`config.mk`:
```
export PLATFORM = sky130hd
export DESIGN_NAME = button_event_decoder
export DESIGN_NICKNAME = d
export VERILOG_FILES = /design/src/rtl/button_event_decoder_pkg.sv /design/src/rtl/button_event_decoder_event_timer.sv /design/src/rtl/button_event_decoder.sv
export SDC_FILE = /design/constraint.sdc
export NUM_CORES = 1
export LEC_CHECK = 0
export BUFFER_PORTS_ARGS = -buffer_cell sky130_fd_sc_hd__buf_2
export CAP_MARGIN = 10
export CORE_UTILIZATION = 30
export DETAILED_ROUTE_END_ITERATION = 8
export PLACE_DENSITY = 0.55
export SLEW_MARGIN = 20
export SYNTH_ARGS = -nofsm -noshare
export SYNTH_HDL_FRONTEND = slang
export SYNTH_SLANG_ARGS = --single-unit
```
`constraint.sdc`:
```
create_clock -name clk -period 1.7 [get_ports clk]
set_input_delay 0.17 -clock clk [delete_from_list [all_inputs] [get_ports clk]]
set_output_delay 0.17 -clock clk [all_outputs]
set_load 0.03 [all_outputs]
```
`src/rtl/button_event_decoder_pkg.sv`:
```
// Shared types and defaults for the button gesture decoder.
package button_event_decoder_pkg;

    localparam int unsigned LONG_CYCLES_DEF   = 8;
    localparam int unsigned DCLICK_CYCLES_DEF = 4;

    typedef enum logic [2:0] {
        ST_IDLE,
        ST_PRESSED,
        ST_WAIT_SECOND,
        ST_SECOND_PRESSED,
        ST_LONG_HELD
    } state_e;

    // Registered event/status bundle driven to the outputs
    typedef struct packed {
        logic busy;
        logic long_press;
        logic double_click;
        logic short_click;
        logic release_pulse;
        logic press_pulse;
    } evt_t;

    function automatic int unsigned cnt_width(input int unsigned long_c,
                                              input int unsigned dclick_c);
        int unsigned m;
        m = (long_c > dclick_c) ? long_c : dclick_c;
        return $clog2(m + 1);
    endfunction

endpackage

```
`src/rtl/button_event_decoder_event_timer.sv`:
```
// Clearable saturating cycle counter with a terminal-count compare.
module event_timer #(
    parameter int unsigned CNT_W = 4
) (
    input  logic             clk,
    input  logic             reset,
    input  logic             clr_i,
    input  logic             inc_i,
    input  logic [CNT_W-1:0] tc_val_i,
    output logic             tc_c_o
);

    localparam logic [CNT_W-1:0] CNT_MAX = '1;

    logic [CNT_W-1:0] cnt_q;
    logic [CNT_W-1:0] cnt_d;

    always_comb begin
        cnt_d = cnt_q;
        if (clr_i) begin
            cnt_d = '0;
        end else if (inc_i && (cnt_q != CNT_MAX)) begin
            cnt_d = cnt_q + CNT_W'(1);
        end
    end

    always_ff @(posedge clk) begin
        if (reset) begin
            cnt_q <= '0;
        end else begin
            cnt_q <= cnt_d;
        end
    end

    assign tc_c_o = (cnt_q == tc_val_i);

endmodule

```
`src/rtl/button_event_decoder.sv`:
```
// Decodes a clean button level into press/release, short, double and long gestures.
module button_event_decoder
    import button_event_decoder_pkg::*;
#(
    parameter int unsigned LONG_CYCLES   = LONG_CYCLES_DEF,
    parameter int unsigned DCLICK_CYCLES = DCLICK_CYCLES_DEF
) (
    input  logic clk,
    input  logic reset,
    input  logic db_in,
    output logic press_pulse,
    output logic release_pulse,
    output logic short_click,
    output logic double_click,
    output logic long_press,
    output logic busy
);

    localparam int unsigned CNT_W = cnt_width(LONG_CYCLES, DCLICK_CYCLES);
    localparam logic [CNT_W-1:0] LONG_TC   = CNT_W'(LONG_CYCLES - 1);
    localparam logic [CNT_W-1:0] DCLICK_TC = CNT_W'(DCLICK_CYCLES - 1);

    state_e           state_q;
    state_e           state_d;
    evt_t             evt_q;
    evt_t             evt_d;
    logic             tmr_clr;
    logic             tmr_inc;
    logic [CNT_W-1:0] tmr_tc_val;
    logic             tmr_tc;

    event_timer #(
        .CNT_W (CNT_W)
    ) u_timer (
        .clk      (clk),
        .reset    (reset),
        .clr_i    (tmr_clr),
        .inc_i    (tmr_inc),
        .tc_val_i (tmr_tc_val),
        .tc_c_o   (tmr_tc)
    );

    // Next state, timer control and next-cycle pulses
    always_comb begin
        state_d    = state_q;
        evt_d      = '0;
        tmr_clr    = 1'b0;
        tmr_inc    = 1'b0;
        tmr_tc_val = LONG_TC;

        unique case (state_q)
            ST_IDLE: begin
                tmr_clr = 1'b1;
                if (db_in) begin
                    state_d           = ST_PRESSED;
                    evt_d.press_pulse = 1'b1;
                end
            end
            ST_PRESSED, ST_SECOND_PRESSED: begin
                if (!db_in) begin
                    tmr_clr             = 1'b1;
                    evt_d.release_pulse = 1'b1;
                    if (state_q == ST_PRESSED) begin
                        state_d = ST_WAIT_SECOND;
                    end else begin
                        state_d            = ST_IDLE;
                        evt_d.double_click = 1'b1;
                    end
                end else if (tmr_tc) begin
                    tmr_clr          = 1'b1;
                    state_d          = ST_LONG_HELD;
                    evt_d.long_press = 1'b1;
                end else begin
                    tmr_inc = 1'b1;
                end
            end
            ST_WAIT_SECOND: begin
                tmr_tc_val = DCLICK_TC;
                // A press on the timeout edge takes priority over the click
                if (db_in) begin
                    tmr_clr           = 1'b1;
                    state_d           = ST_SECOND_PRESSED;
                    evt_d.press_pulse = 1'b1;
                end else if (tmr_tc) begin
                    tmr_clr           = 1'b1;
                    state_d           = ST_IDLE;
                    evt_d.short_click = 1'b1;
                end else begin
                    tmr_inc = 1'b1;
                end
            end
            ST_LONG_HELD: begin
                tmr_clr = 1'b1;
                if (!db_in) begin
                    state_d             = ST_IDLE;
                    evt_d.release_pulse = 1'b1;
                end
            end
            default: begin
                tmr_clr = 1'b1;
                state_d = ST_IDLE;
            end
        endcase

        evt_d.busy = (state_d != ST_IDLE);
    end

    always_ff @(posedge clk) begin
        if (reset) begin
            state_q <= ST_IDLE;
            evt_q   <= '0;
        end else begin
            state_q <= state_d;
            evt_q   <= evt_d;
        end
    end

    assign press_pulse   = evt_q.press_pulse;
    assign release_pulse = evt_q.release_pulse;
    assign short_click   = evt_q.short_click;
    assign double_click  = evt_q.double_click;
    assign long_press    = evt_q.long_press;
    assign busy          = evt_q.busy;

endmodule

```
# After elaboration in Yosys (flattened, before gate mapping)

Cells that the tools add are included.

Bitwise gates (word level): 5
Multiplexer cells: 20
Eq/ne operators: 6
Divide/modulo/power cells: 0
Multiply operators: 0
Reduce and logical (&&, ||, !) cells: 12
$add $sub $neg: 1
Order comparisons: 0
Shift operators: 0

Operator list:

| cell                                                             | count |
|---|---|
| 3-bit two-way mux                                                | 7 |
| 3-bit one-hot mux with 4 select lines                            | 1 |
| 3-bit OR reduction                                               | 4 |
| 2-bit OR reduction                                               | 5 |
| 1-bit two-way mux                                                | 9 |
| 3-bit by 2-bit == test with 1-bit output (second input constant) | 2 |
| 1-bit NOT                                                        | 5 |
| 4-bit by 1-bit adder with 4-bit output (second input constant)   | 1 |
| 4-bit by 3-bit == test with 1-bit output                         | 1 |
| 4-bit inequality test (second input constant)                    | 1 |
| 1-bit one-hot mux with 2 select lines                            | 2 |
| 3-bit by 1-bit == test with 1-bit output (second input constant) | 1 |
| 3-bit == test (second input constant)                            | 1 |
| 3-bit logical NOT                                                | 1 |
| 3-bit nonzero test                                               | 1 |
| 2-bit two-way mux                                                | 1 |
| 1-bit logical AND                                                | 1 |

Output and inout bits: 6
Memories: 0
Bits in latches: 0
Logic and storage cells: 52
Memory bits (read-only): 0
Bits in writable memories: 0
Register bits after elaboration: 13

# Depth between registers and ports, before layout

Word-level depth: 7
Depth in mapped cells: 5
Depth with buffers taken out: 4

# By module

Synthesis repeated with hierarchy kept, for this count alone.

Cell total of the unflattened synthesis: 70
Area, all modules: 619.3 sq um

By module, submodules not included:

| module               | area an instance (sq um) | seq. area each (sq um) | cells an instance | times used |
|---|---|---|---|---|
| button_event_decoder | 381.6                    | 180.2                  | 43                | 1 |
| event_timer          | 237.7                    | 80.1                   | 27                | 1 |

# Least setup slack after synthesis

Ideal clock, no wire load.

Path kind: reg2reg
Start point: reg u_timer.cnt_q[0]
End point: reg state_q[2]
Library setup time: 0.066 ns
Data arrival time: 1.172 ns
Setup slack: 0.462 ns
Buffers on the path: 1
Cell stages (with the launch flop): 6
Path through: dfxtp_1 ha_1 clkbuf_2 nand4b_1 or2_1 a21oi_2

Cells in the longest elaborated chain, start to end: 4
Elaborated cells between the ends (all ways): 6
Those cells by class: 1 x eq/ne; 5 x mux

Ends and longest elaborated chain:

| what                                       | line                                                   | RTL |
|---|---|---|
| start, declared                            | button_event_decoder_event_timer.sv:15                 | `logic [CNT_W-1:0] cnt_q;` |
| start signal, assigned                     | button_event_decoder_event_timer.sv:31                 | `cnt_q <= cnt_d;` |
| 4-bit by 3-bit == test with 1-bit output * | button_event_decoder_event_timer.sv:35                 | `assign tc_c_o = (cnt_q == tc_val_i);` |
| 3-bit two-way mux (on tied branches)       | button_event_decoder.sv:84, button_event_decoder.sv:69 |  |
| 3-bit two-way mux (on tied branches)       | button_event_decoder.sv:80, button_event_decoder.sv:60 |  |
| 3-bit one-hot mux with 4 select lines *    | button_event_decoder.sv:51                             | `unique case (state_q)` |
| end signal, assigned                       | button_event_decoder.sv:113                            | `state_q <= state_d;` |
| end, declared                              | button_event_decoder.sv:23                             | `state_e state_q;` |

Every way passes the cells marked *; elsewhere a longest branch is shown, timed or not.
A chain may end at the register's enable or synchronous reset.

# Worst setup path in the final report

Ends and elaborated chain as after synthesis.

==> impl_metrics.csv <==
group,metric,value,unit
run_status,status,"complete, no violations",
cells_and_area,seq_area,260,um^2
power,leakage,0.274,nW
route,vias_per_cell,4.86,
logic_synthesis,ys_top_cells_by_area,"dfxtp_1, buf_6, nor4b_4, a211oi_1, nor3b_1",
sta,hold_violations,0,
worst_setup_path,crit_fanout,8,
place,io_buffer_count,8,
worst_setup_path,crit_path_end_kind,"flop",
logic_synthesis,syn_nets,73,
place,place.gp.congestion,0.704,
clock_tree,post-cts-setup-buffer-count,0,
cells_and_area,final_cell_mix,"dfxtp_1, buf_2, nor2_1",
worst_setup_path,worstRegToRegCells,4,
grt,track_usage,0.117,
place,post_dp_cell_area,707,um^2
grt,overflow,0,
cells_and_area,fillers,211,
logic_synthesis,ys_warn_count,0,
grt,grt_max_degree,14,
clock_tree,cts_resized,0,
worst_setup_path,cp.required,1.91,ns
die,die_h,49.2,um
clock_tree,clk_pin_slew,0.08,ns
clock_tree,clockBufferDepth,2,
cells_and_area,area_delta_synth_final,9.53,%
route,drtIter0Drc,13,
sta,rsz0062_at_grt,"no",
route,firstDrtPassIters,4,
cells_and_area,drive_gt1_frac,0.260,
sta,relSlewSlack,0.685,
worst_setup_path,critPathKind,"reg2reg",
logic_synthesis,yosysTopAreaCell,"dfxtp_1",
sta,tightest_slew,0.472,ns
flow_run,drv_cap,0,
route,ant_nets,0,
clock_tree,cts_buffers,3,
worst_setup_path,arrival,1.63,ns
cells_and_area,postLayoutCellArea,733,um^2
die,initial_utilization,0.331,
clock_tree,clkSinkCount,13,
worst_setup_path,startpoint_type,"flop",
die,row_count,16,
sta,period_minus_slack,1.42,ns
logic_synthesis,avgSynthCellArea,9.70,um^2
sta,setup_tns,0,ns
cells_and_area,final_nets,82,
clock_tree,htreeDepth,1,
clock_tree,cts_root_buf,"clkbuf_4",
worst_setup_path,rr_endpoint,"state_q[2]",
sta,setup_viol,0,
clock_tree,cts_tree,"built",
route,vias,505,
sta,slew_viol_final,0,
logic_synthesis,syn_area,669,um^2
die,die_x,49.2,um
grt,grt_pass1_wl,2150,um
sta,holdWs,0.110,ns
place,dp_hpwl,865,um
place,pre_cts_ws,0.296,ns
die,core-area,2020,um^2
logic_synthesis,ys_seq_elements,13,
route,routed_wl,1220,um
worst_setup_path,ff2ff_setup_slack,0.28,ns
place,dp.cells,100,
route,wire_per_inst,11.7,um
route,drc,0,
cells_and_area,antenna_cells,0,
power,ir_drop,0.287,mV
worst_setup_path,r2r-start,"u_timer.cnt_q[0]",
sta,post-route-period-util,0.834,
clock_tree,hold_buffers,0,
sta,worst_slack,0.282,ns
sta,max_freq,705,MHz
grt,antenna_found_initial,0,
logic_synthesis,yosysTopAreaCellShare,0.389,
die,fp.dieArea,2420,um^2
sta,finClkSkew,0.00438,ns
logic_synthesis,synthCells,69,
worst_setup_path,cp-endpoint,"state_q[2]",
clock_tree,clk_latency,0.27,ns
die,io_pins,9,
worst_setup_path,crit_path_start,"u_timer.cnt_q[0]",
logic_synthesis,seq_area_frac_synth,0.389,
logic_synthesis,ys_types,37,
cells_and_area,multiInputGateArea,358,um^2
worst_hold_path,hp-class,"in2reg",
power,powerDensity,780,nW/um^2
cells_and_area,final_cells,104,
cells_and_area,final_common_cell,"dfxtp_1",
grt,grt_pass1_vias,469,
[worst max-delay path: stages, from the launching register on]
cell,delay [ns]
dfxtp_1,0.42
ha_1,0.36
nand4b_1,0.19
or2_1,0.26
a21oi_2,0.12
[cell families after synthesis]
logic type / count (synthesis) / share of synthesized area
buffers and inverters: 7 / 0.0766
and+or+nand+nor: 28 / 0.282
xor gates and xnor gates: 1 / 0.0131
AOI/OAI and AO/OA: 18 / 0.206
DFF: 13 / 0.389
muxes: 1 / 0.0150
adders and majority gates: 1 / 0.0187
[flip-flops by register name, indices dropped and copies added (netlist names)]
name / count
press_pulse: 1
double_click: 1
u_timer.cnt_q: 4
busy: 1
long_press: 1
short_click: 1
state_q: 3
release_pulse: 1
[where the power goes]
| group | leakage (nW) | internal [mW] | switching, mW | total (mW) |
|---|---|---|---|---|
| registers | 0.106 | 0.313 | 0.0101 | 0.323 |
| clock network | 0.0150 | 0.0909 | 0.0995 | 0.190 |
| logic | 0.154 | 0.0263 | 0.0321 | 0.0584 |
[cells in the mapped netlist]
| cell | n |
|---|---|
| nor2_1 | 4 |
| xor2_1 | 1 |
| nand4b_1 | 1 |
| mux2i_1 | 1 |
| nor2b_1 | 3 |
| o21a_1 | 1 |
| a31oi_1 | 3 |
| nor3b_2 | 1 |
| nor4b_4 | 1 |
| dfxtp_1 | 13 |
| nand4_1 | 1 |
| nor2_2 | 1 |
| buf_6 | 3 |
| nand2_1 | 2 |
| ha_1 | 1 |
| or3_1 | 1 |
| a21oi_2 | 1 |
| and2_2 | 1 |
| and3_1 | 1 |
| o31ai_1 | 1 |
| nand3_1 | 1 |
| inv_1 | 2 |
| o21ai_0 | 2 |
| or2_2 | 1 |
| a41oi_1 | 1 |
| o21bai_1 | 3 |
| a21boi_1 | 1 |
| nor3_1 | 2 |
| nand2b_1 | 2 |
| or2_1 | 1 |
| nor3b_1 | 3 |
| buf_2 | 1 |
| o21ai_2 | 1 |
| nand3b_1 | 1 |
| clkbuf_2 | 1 |
| a211oi_1 | 3 |
| a2111oi_2 | 1 |
[worst min path at each step]
stage                     startpoint   end  slack, ns  cells past startpoint
final                          reset  busy       0.11                      2
after global routing           reset  busy       0.10                      2
after global placement         reset  busy       0.39                      2
after detailed placement       reset  busy       0.40                      2
after floorplan                reset  busy       0.24                      1
after CTS                      reset  busy       0.10                      2
[layer usage]
metal	global-route usage	wire length, um	vias up
met1	0.152	637	227
met3	0.0561	57	0
li1	-	-	266
met2	0.171	523	12
met4	0.0294	0	0
met5	0	0	-
[final cells by class]
type | count | area share
clock buffer | 4 | 0.0358
inverter | 2 | 0.0102
multi-input combinational | 49 | 0.488
sequential | 13 | 0.355
tap | 27 | 0.0461
timing repair buffer | 9 | 0.0648
[per-stage QoR]
step / utilization / power (mW)
floorplan: - / 0.377
global placement: 0.350 / 0.389
detailed placement: 0.350 / 0.389
CTS: 0.363 / 0.581
global route: 0.363 / 0.608
finish: 0.363 / 0.572
No activity file was read; power rests on OpenSTA's default activity.
